--- src/rtl/load_store_unit.sv ---
// load_store_unit
//   Converts byte-addressed RV32I load/store requests from the core into
//   word accesses on a word-addressed data memory with a combinational read.
//   Sub-word stores are a read-modify-write pair of cycles. Misaligned
//   accesses and illegal funct3 values end in an error response and
//   never touch memory.
//
// Ports
//   clk, rst_n          clock, asynchronous active-low reset
//   req_valid/ready     request handshake (ready only in IDLE)
//   req_write           1 = store, 0 = load
//   req_funct3          RV32I width/sign code
//   req_addr            byte address
//   req_wdata           store data (low byte/half for SB/SH)
//   resp_valid          one-cycle completion pulse
//   resp_rdata          extended load data; 0 for stores and errors
//   resp_err            misaligned/illegal request, qualified by resp_valid
//   mem_write_enable    memory write strobe
//   mem_address         memory word index
//   mem_data_in         memory write data
//   mem_data_out        memory read data (same-cycle)
module load_store_unit #(
  parameter int ADDR_WIDTH = 32,
  parameter int DATA_WIDTH = 32
) (
  input  logic                  clk,
  input  logic                  rst_n,
  input  logic                  req_valid,
  output logic                  req_ready,
  input  logic                  req_write,
  input  logic [2:0]            req_funct3,
  input  logic [ADDR_WIDTH-1:0] req_addr,
  input  logic [DATA_WIDTH-1:0] req_wdata,
  output logic                  resp_valid,
  output logic [DATA_WIDTH-1:0] resp_rdata,
  output logic                  resp_err,
  output logic                  mem_write_enable,
  output logic [ADDR_WIDTH-1:0] mem_address,
  output logic [DATA_WIDTH-1:0] mem_data_in,
  input  logic [DATA_WIDTH-1:0] mem_data_out
);

  typedef enum logic [2:0] {
    IDLE  = 3'd0,
    LOAD  = 3'd1,
    READ  = 3'd2,
    WRITE = 3'd3,
    RESP  = 3'd4,
    ERR   = 3'd5
  } state_t;

  state_t                r_state;
  logic                  r_write;
  logic [2:0]            r_funct3;
  logic [ADDR_WIDTH-1:0] r_addr;
  logic [DATA_WIDTH-1:0] r_wdata;
  logic [DATA_WIDTH-1:0] r_merge;
  logic [DATA_WIDTH-1:0] r_rdata;

  logic                  w_accept;
  logic                  w_bad_funct3;
  logic                  w_misaligned;
  logic [7:0]            w_byte;
  logic [15:0]           w_half;
  logic [DATA_WIDTH-1:0] w_load_data;
  logic [DATA_WIDTH-1:0] w_merged;

  assign w_accept = req_valid && (r_state == IDLE);

  // Stores only know B/H/W; loads additionally have BU/HU.
  always_comb begin
    w_bad_funct3 = 1'b1;
    case (req_funct3)
      3'b000, 3'b001, 3'b010: w_bad_funct3 = 1'b0;
      3'b100, 3'b101:         w_bad_funct3 = req_write;
      default:                w_bad_funct3 = 1'b1;
    endcase
  end

  // funct3[1:0] encodes the access size for every legal code.
  assign w_misaligned = ((req_funct3[1:0] == 2'b01) && req_addr[0]) ||
                        ((req_funct3[1:0] == 2'b10) && (req_addr[1:0] != 2'b00));

  // Lane selection for loads from the same-cycle memory read.
  always_comb begin
    w_byte = 8'h00;
    case (r_addr[1:0])
      2'd0: w_byte = mem_data_out[7:0];
      2'd1: w_byte = mem_data_out[15:8];
      2'd2: w_byte = mem_data_out[23:16];
      2'd3: w_byte = mem_data_out[31:24];
      default: w_byte = 8'h00;
    endcase
  end

  assign w_half = r_addr[1] ? mem_data_out[31:16] : mem_data_out[15:0];

  always_comb begin
    w_load_data = mem_data_out;
    case (r_funct3)
      3'b000:  w_load_data = {{24{w_byte[7]}}, w_byte};
      3'b100:  w_load_data = {24'h000000, w_byte};
      3'b001:  w_load_data = {{16{w_half[15]}}, w_half};
      3'b101:  w_load_data = {16'h0000, w_half};
      default: w_load_data = mem_data_out;
    endcase
  end

  // Replace the addressed byte/half lane of the previously read word.
  always_comb begin
    w_merged = r_merge;
    if (r_funct3[1:0] == 2'b00) begin
      case (r_addr[1:0])
        2'd0: w_merged[7:0]   = r_wdata[7:0];
        2'd1: w_merged[15:8]  = r_wdata[7:0];
        2'd2: w_merged[23:16] = r_wdata[7:0];
        2'd3: w_merged[31:24] = r_wdata[7:0];
        default: w_merged = r_merge;
      endcase
    end else if (r_addr[1]) begin
      w_merged[31:16] = r_wdata[15:0];
    end else begin
      w_merged[15:0] = r_wdata[15:0];
    end
  end

  always_ff @(posedge clk or negedge rst_n) begin
    if (!rst_n) begin
      r_state  <= IDLE;
      r_write  <= 1'b0;
      r_funct3 <= 3'b000;
      r_addr   <= '0;
      r_wdata  <= '0;
      r_merge  <= '0;
      r_rdata  <= '0;
    end else begin
      case (r_state)
        IDLE: begin
          if (w_accept) begin
            r_write  <= req_write;
            r_funct3 <= req_funct3;
            r_addr   <= req_addr;
            r_wdata  <= req_wdata;
            if (w_bad_funct3 || w_misaligned) begin
              r_rdata <= '0;
              r_state <= ERR;
            end else if (!req_write) begin
              r_state <= LOAD;
            end else if (req_funct3 == 3'b010) begin
              r_state <= WRITE;
            end else begin
              r_state <= READ;
            end
          end
        end
        LOAD: begin
          r_rdata <= w_load_data;
          r_state <= RESP;
        end
        READ: begin
          r_merge <= mem_data_out;
          r_state <= WRITE;
        end
        WRITE: begin
          r_rdata <= '0;
          r_state <= RESP;
        end
        RESP:    r_state <= IDLE;
        ERR:     r_state <= IDLE;
        default: r_state <= IDLE;
      endcase
    end
  end

  // Outputs are decoded from registered state only, so an asynchronous
  // reset drops the write strobe immediately.
  assign req_ready        = (r_state == IDLE);
  assign resp_valid       = (r_state == RESP) || (r_state == ERR);
  assign resp_err         = (r_state == ERR);
  assign resp_rdata       = r_rdata;
  assign mem_write_enable = (r_state == WRITE);
  assign mem_address      = ((r_state == LOAD) || (r_state == READ) || (r_state == WRITE)) ?
                            {2'b00, r_addr[ADDR_WIDTH-1:2]} : '0;
  assign mem_data_in      = (r_state != WRITE) ? '0 :
                            (r_funct3 == 3'b010) ? r_wdata : w_merged;

endmodule
--- config.mk ---
export PLATFORM = sky130hd
export DESIGN_NAME = load_store_unit
export DESIGN_NICKNAME = d
export VERILOG_FILES = /design/src/rtl/load_store_unit.sv
export SDC_FILE = /design/constraint.sdc
export NUM_CORES = 1
export LEC_CHECK = 0
export BUFFER_PORTS_ARGS = -buffer_cell sky130_fd_sc_hd__buf_2
export CAP_MARGIN = 20
export CORE_MARGIN = 3
export CORE_UTILIZATION = 56
export CTS_CLUSTER_SIZE = 40
export DETAILED_ROUTE_END_ITERATION = 12
export PLACE_DENSITY = 0.85
export REMOVE_ABC_BUFFERS = 1
export SLEW_MARGIN = 10
export SYNTH_ARGS = -nofsm -noshare
export SYNTH_HDL_FRONTEND = slang
export SYNTH_SLANG_ARGS = --single-unit
--- constraint.sdc ---
create_clock -name clk -period 4.7 [get_ports clk]
set_input_delay 0.235 -clock clk [delete_from_list [all_inputs] [get_ports clk]]
set_output_delay 0.235 -clock clk [all_outputs]
set_load 0.005 [all_outputs]
==> results of run 1 <==
worst register-to-register path, delay by kind of cell (launching register included):
family	cells	cell delay, ns
simple gates	2	1.05
buf+inv	1	0.52
flops	1	0.46
mux	1	0.43
state kept, by name, summed over array words and instances, names as in the netlist:
| signal | flops |
|---|---|
| r_addr | 32 |
| r_funct3 | 3 |
| r_merge | 32 |
| r_state | 3 |
| r_wdata | 32 |
| resp_rdata | 32 |
timing repair:
item | in CTS | in global routing
hold buffers | 1 | 0
setup endpoints to repair | 0 | 0
resized for setup | 0 | 0
endpoints found under the hold margin | 84 | 0
cells in the mapped netlist (17+ instances only):
library cell	instances	area share
a21oi_1	25	0.019
a221o_1	17	0.026
and2_1	35	0.034
buf_2	17	0.013
clkbuf_1	17	0.0098
dfrtp_1	134	0.52
mux2_2	89	0.15
mux2i_1	24	0.037
nand2_1	43	0.025
nor2_1	17	0.0098
o21ai_0	59	0.045
per-layer routing:
layer / GRT usage / wire length, um / up-vias
met4: 0.114 / 471 / 0
met5: 0 / 0 / -
met3: 0.0828 / 1430 / 41
met2: 0.446 / 8800 / 252
li1: - / - / 2447
met1: 0.372 / 7300 / 2637
per-stage QoR:
step | setup slack, ns | utilization | area (sq um) | total power, W
finish | 1.60 | 0.727 | 8060 | 0.00541
global route | 1.40 | 0.727 | 8060 | 0.00575
global placement | 2.11 | 0.676 | 7490 | 0.00405
floorplan | 1.80 | - | 6270 | 0.00339
detailed placement | 2.07 | 0.676 | 7490 | 0.00416
CTS | 1.62 | 0.726 | 8050 | 0.00541
kinds of logic (layout without fill, tap and decap cells):
| kind of cell | count (synthesis) | count (layout) | synth area share |
|---|---|---|---|
| compound gates | 135 | 135 | 0.133 |
| buf+inv | 60 | 251 | 0.0435 |
| flops | 134 | 134 | 0.516 |
| mux | 115 | 115 | 0.197 |
| other cells | 1 | 2 | 0.000577 |
| simple gates | 135 | 135 | 0.110 |
worst paths after layout:
check                                      startpoint  slack, ns  depth (start not counted)                         end
setup reg to reg               r_state[1]$_DFFE_PN0P_       2.13                          4      r_addr[12]$_DFFE_PN0P_
hold / removal                              req_write       0.03                          2      r_state[0]$_DFFE_PN0P_
hold reg to reg            resp_rdata[10]$_DFFE_PN0P_       0.47                          2  resp_rdata[10]$_DFFE_PN0P_
setup / recovery              r_funct3[0]$_DFFE_PN0P_       1.60                          4             mem_data_in[31]
min in group asynchronous                       rst_n       0.44                          2      r_addr[13]$_DFFE_PN0P_
max in group asynchronous                       rst_n       3.11                          3  resp_rdata[19]$_DFFE_PN0P_
final cells by class:
type | instances | area [sq um]
tap | 140 | 175
inverter | 12 | 45.0
clock inverter | 14 | 111
multi-input combinational | 387 | 2870
sequential | 134 | 3350
fill | 777 | 3020
timing repair buffer | 207 | 1060
clock buffer | 18 | 439
power groups by stage:
stage / combinational, W / clock [W] / sequential (W)
after floorplan: 0.00138 / 0 / 0.00201
after global placement: 0.00192 / 0 / 0.00213
after detailed placement: 0.00200 / 0 / 0.00216
after CTS: 0.00201 / 0.00125 / 0.00215
after global routing: 0.00221 / 0.00131 / 0.00223
final: 0.00202 / 0.00123 / 0.00216
==> reports/results.tsv, run 1 <==
metric	value	unit
dpl.hpwl	13.2	mm
num_antenna_cells	0	
ys.flop_type	dfrtp_1	
ir_drop	0.362	mV
worstPathArrival	2.87	ns
cts_tree	built	
seqPwrFrac	0.400	
clk_latency	0.41	ns
ctsLongestPathBuffers	2	
hp-class	primary input to flip-flop	
cts_setup_buffers	0	
grt_max_degree	86	
drc	0	
syn_area	6500	sq um
cp_slowest_cell	a21boi_1	
nets	862	
dp.cells	878	
cp-start-kind	flip-flop	
setup_viol	0	
max_freq	322	MHz
skew	0.00648	ns
die_w	114	um
path_delay_family	compound AO/OA/AOI/OAI gates	
ctsHtreeMaxLevel	4	
p_switching	0.00195	W
synth.distinct_cells	42	
layoutNonFillerInstCount	912	
syn_inst	580	
area_delta_synth_final	23.9	%
start_util	0.587	
drive_above_1_share	0.433	
overflow	0	
fin_setup_tns	0	ns
cap_violations	0	
layout_commonest_cell	buf_2	
final_antenna_net_count	0	
cp.required	4.47	ns
synthArstFlopShare	1.00	
grt_antenna_before_repair	0	
grt_pass1_vias	5406	
final_cell_mix	199 x buf_2, 134 x dfrtp_1, 89 x mux2_2	
vias	5377	
num_rows	38	
first_pass_iters	5	
cts_buffers	17	
first_iter_violations	472	
internal_power	0.00346	W
slowest_delay	0.71	ns
crit_buf_inv	1	
powerDensity	671	nW/um^2
grt_pass1_wl	28.6	mm
ys_seq_area_frac	0.516	
crit_path_end_kind	output port	
clock_sinks	134	
clk_pin_slew	0.06	ns
totalWireLength	18.0	mm
timing.slew.headroom	0.347	
portBuffers	200	
fin_crit	3.10	ns
combPwrFrac	0.373	
dieArea	12900	sq um
outcome	finished, final reports clean	
clock-root-buffer	clkbuf_16	
syn_area_per_cell	11.2	sq um
synth_edf_count	0	
ys.warnings.count	0	
io_pins	203	
fin_crit_sh	0.660	
gr-usage-all-layers	0.284	
final_max_slew_viol_count	0	
critPathMaxFanout	35	
clkPwrFrac	0.228	
critPathKind	flip-flop to output port	
whs	0.0339	ns
avgViaCountPerCell	5.90	
hold_viol_final	0	
ys_ff_latch	134	
placeableCoreArea	11100	sq um
place_congestion	0.950	
tightest_slew	0.977	ns
critical_path.cell_chain	or3b_2, a21boi_1, a221oi_1, buf_2	
wl_per_cell	19.7	um
grt_setup_unrepaired	false	
p_leak	3.94	nW
die_y	114	um
switching_share	0.360	
(Power assumes the default switching activity.)
==> inputs of run 2 (changes only) <==
Settings changed: CORE_UTILIZATION 56 to 47, PLACE_DENSITY 0.85 to 0.76.
Clock period 4.7 ns to 2.65 ns, I/O delays scaled along.
==> reports/results.tsv, run 2 (synthesized netlist as in run 1, its figures left out) <==
metric	value	unit
outcome	finished, final reports clean	
cts_buffers	17	
area_delta_synth_final	40.7	%
clk_pin_slew	0.06	ns
die_w	124	um
grt_pass1_vias	6027	
ctsLongestPathBuffers	2	
totalWireLength	20.0	mm
wl_per_cell	19.2	um
nets	957	
dpl.hpwl	13.3	mm
crit_path_end_kind	output port	
p_leak	4.38	nW
layout_commonest_cell	buf_2	
cp-start-kind	flip-flop	
grt_busiest_layer	met2	
worstPathArrival	2.46	ns
num_antenna_cells	0	
clock_sinks	134	
die_y	124	um
cp-endpoint	mem_data_in[18]	
placeableCoreArea	13400	sq um
first_iter_violations	392	
cts_tree	built	
grt.met2_usage	0.443	
whs	0.0247	ns
fin_crit	2.59	ns
post-place-ws	0.520	ns
skew	0.00647	ns
portBuffers	200	
final_cell_area	9140	sq um
grt_max_degree	104	
fillers	965	
p_switching	0.00353	W
cts_setup_buffers	0	
setup_viol	0	
drive_above_1_share	0.399	
placed_cell_area	7630	sq um
r2r_start	r_state[1]$_DFFE_PN0P_	
max_freq	386	MHz
hold_viol_final	0	
gr-usage-met3	0.0581	
powerDensity	1110	nW/um^2
switching_share	0.349	
grt_antenna_before_repair	0	
setup_ws	0.0605	ns
first_pass_iters	5	
grt_pass1_wl	31.0	mm
avgViaCountPerCell	5.53	
num_rows	42	
reg2reg_depth	4	
dieArea	15300	sq um
start_util	0.485	
final_max_slew_viol_count	0	
use_met1	0.327	
internal_power	0.00658	W
gr-usage-all-layers	0.263	
drc	0	
combPwrFrac	0.390	
critPathKind	flip-flop to output port	
fin_crit_sh	0.977	
critPathMaxFanout	11	
ctsHtreeMaxLevel	4	
hp-class	primary input to flip-flop	
timing.slew.headroom	0.587	
final_cell_mix	199 x buf_2, 134 x dfrtp_1, 89 x mux2_2	
worstReg2RegEnd	r_wdata[6]$_DFFE_PN0P_	
clk_latency	0.42	ns
overflow	0	
place_congestion	0.853	
clkPwrFrac	0.241	
clock-root-buffer	clkbuf_16	
final_antenna_net_count	0	
critPathLaunch	r_funct3[1]$_DFFE_PN0P_	
ir_drop	0.588	mV
seqPwrFrac	0.369	
cap_violations	0	
r2r_slack	0.64	ns
tightest_slew	0.620	ns
io_pins	203	
vias	5765	
cp.required	2.52	ns
[run 2: cell count changes in the layout (fill, tap and decap cells not counted), sizes merged, moves of 2 or more]
cell and change:
clkbuf +3, bufinv +2, dlygate4sd3 +86, clkinv -3
buf +9
[run 2: power by group through the flow]
stage	Combinational (W)	Clock [W]	Sequential [W]
floorplan	0.00245	0	0.00357
global placement	0.00363	0	0.00365
detailed placement	0.00376	0	0.00371
CTS	0.00389	0.00246	0.00369
global route	0.00433	0.00256	0.00383
finish	0.00395	0.00244	0.00373
[run 2: how the worst min path moves through the flow]
stage                                start  depth (start not counted)                          to  slack (ns)
after floorplan                      rst_n                          0       r_addr[0]$_DFFE_PN0P_       -0.16
after global placement               rst_n                          1  resp_rdata[21]$_DFFE_PN0P_        0.03
after detailed placement             rst_n                          1  resp_rdata[22]$_DFFE_PN0P_        0.03
after CTS                 mem_data_out[29]                          3     r_merge[29]$_DFFE_PN0P_       0.005
after global routing      mem_data_out[18]                          2  resp_rdata[18]$_DFFE_PN0P_       0.006
final                     mem_data_out[18]                          2     r_merge[18]$_DFFE_PN0P_        0.02
[run 2: critical path: stages (launching register included)]
cell      delay, ns
dfrtp_1        0.46
buf_4          0.22
nor3b_1        0.41
nand2b_2       0.40
mux2i_1        0.29
a21oi_1        0.11
buf_2          0.15
[run 2: per-layer routing]
layer	vias to the layer above	wire [um]
li1	2630	-
met1	2794	8040
met2	289	9910
met3	52	1410
met4	0	622
met5	-	0
[run 2: layout make-up]
class / count / area (sq um) / share of cell area
clock inverters: 11 / 149 / 0.0163
well taps: 176 / 220 / 0.0241
flip-flops and latches: 134 / 3350 / 0.367
repair buffers: 302 / 2020 / 0.220
clock buffers: 21 / 470 / 0.0515
inverters: 12 / 48.8 / 0.00534
multi-input cells: 387 / 2890 / 0.316
[run 2: repair_timing]
| action | 4_1_cts | 5_1_grt |
|---|---|---|
| endpoints found under the setup margin | 0 | 19 |
| endpoints found under the hold margin | 123 | 0 |
| hold buffers | 87 | 0 |
| resized for setup | 0 | 5 |
[run 2: metrics by stage]
step            util  cells  setup TNS (ns)  total power, W
6_report       0.682   1043               0          0.0101
3_5_place_dp   0.570    924               0         0.00747
4_1_cts        0.681   1043               0          0.0101
2_1_floorplan      -    533          -16.03         0.00601
5_1_grt        0.682   1043        -0.00690          0.0107
3_3_place_gp   0.570    924               0         0.00729
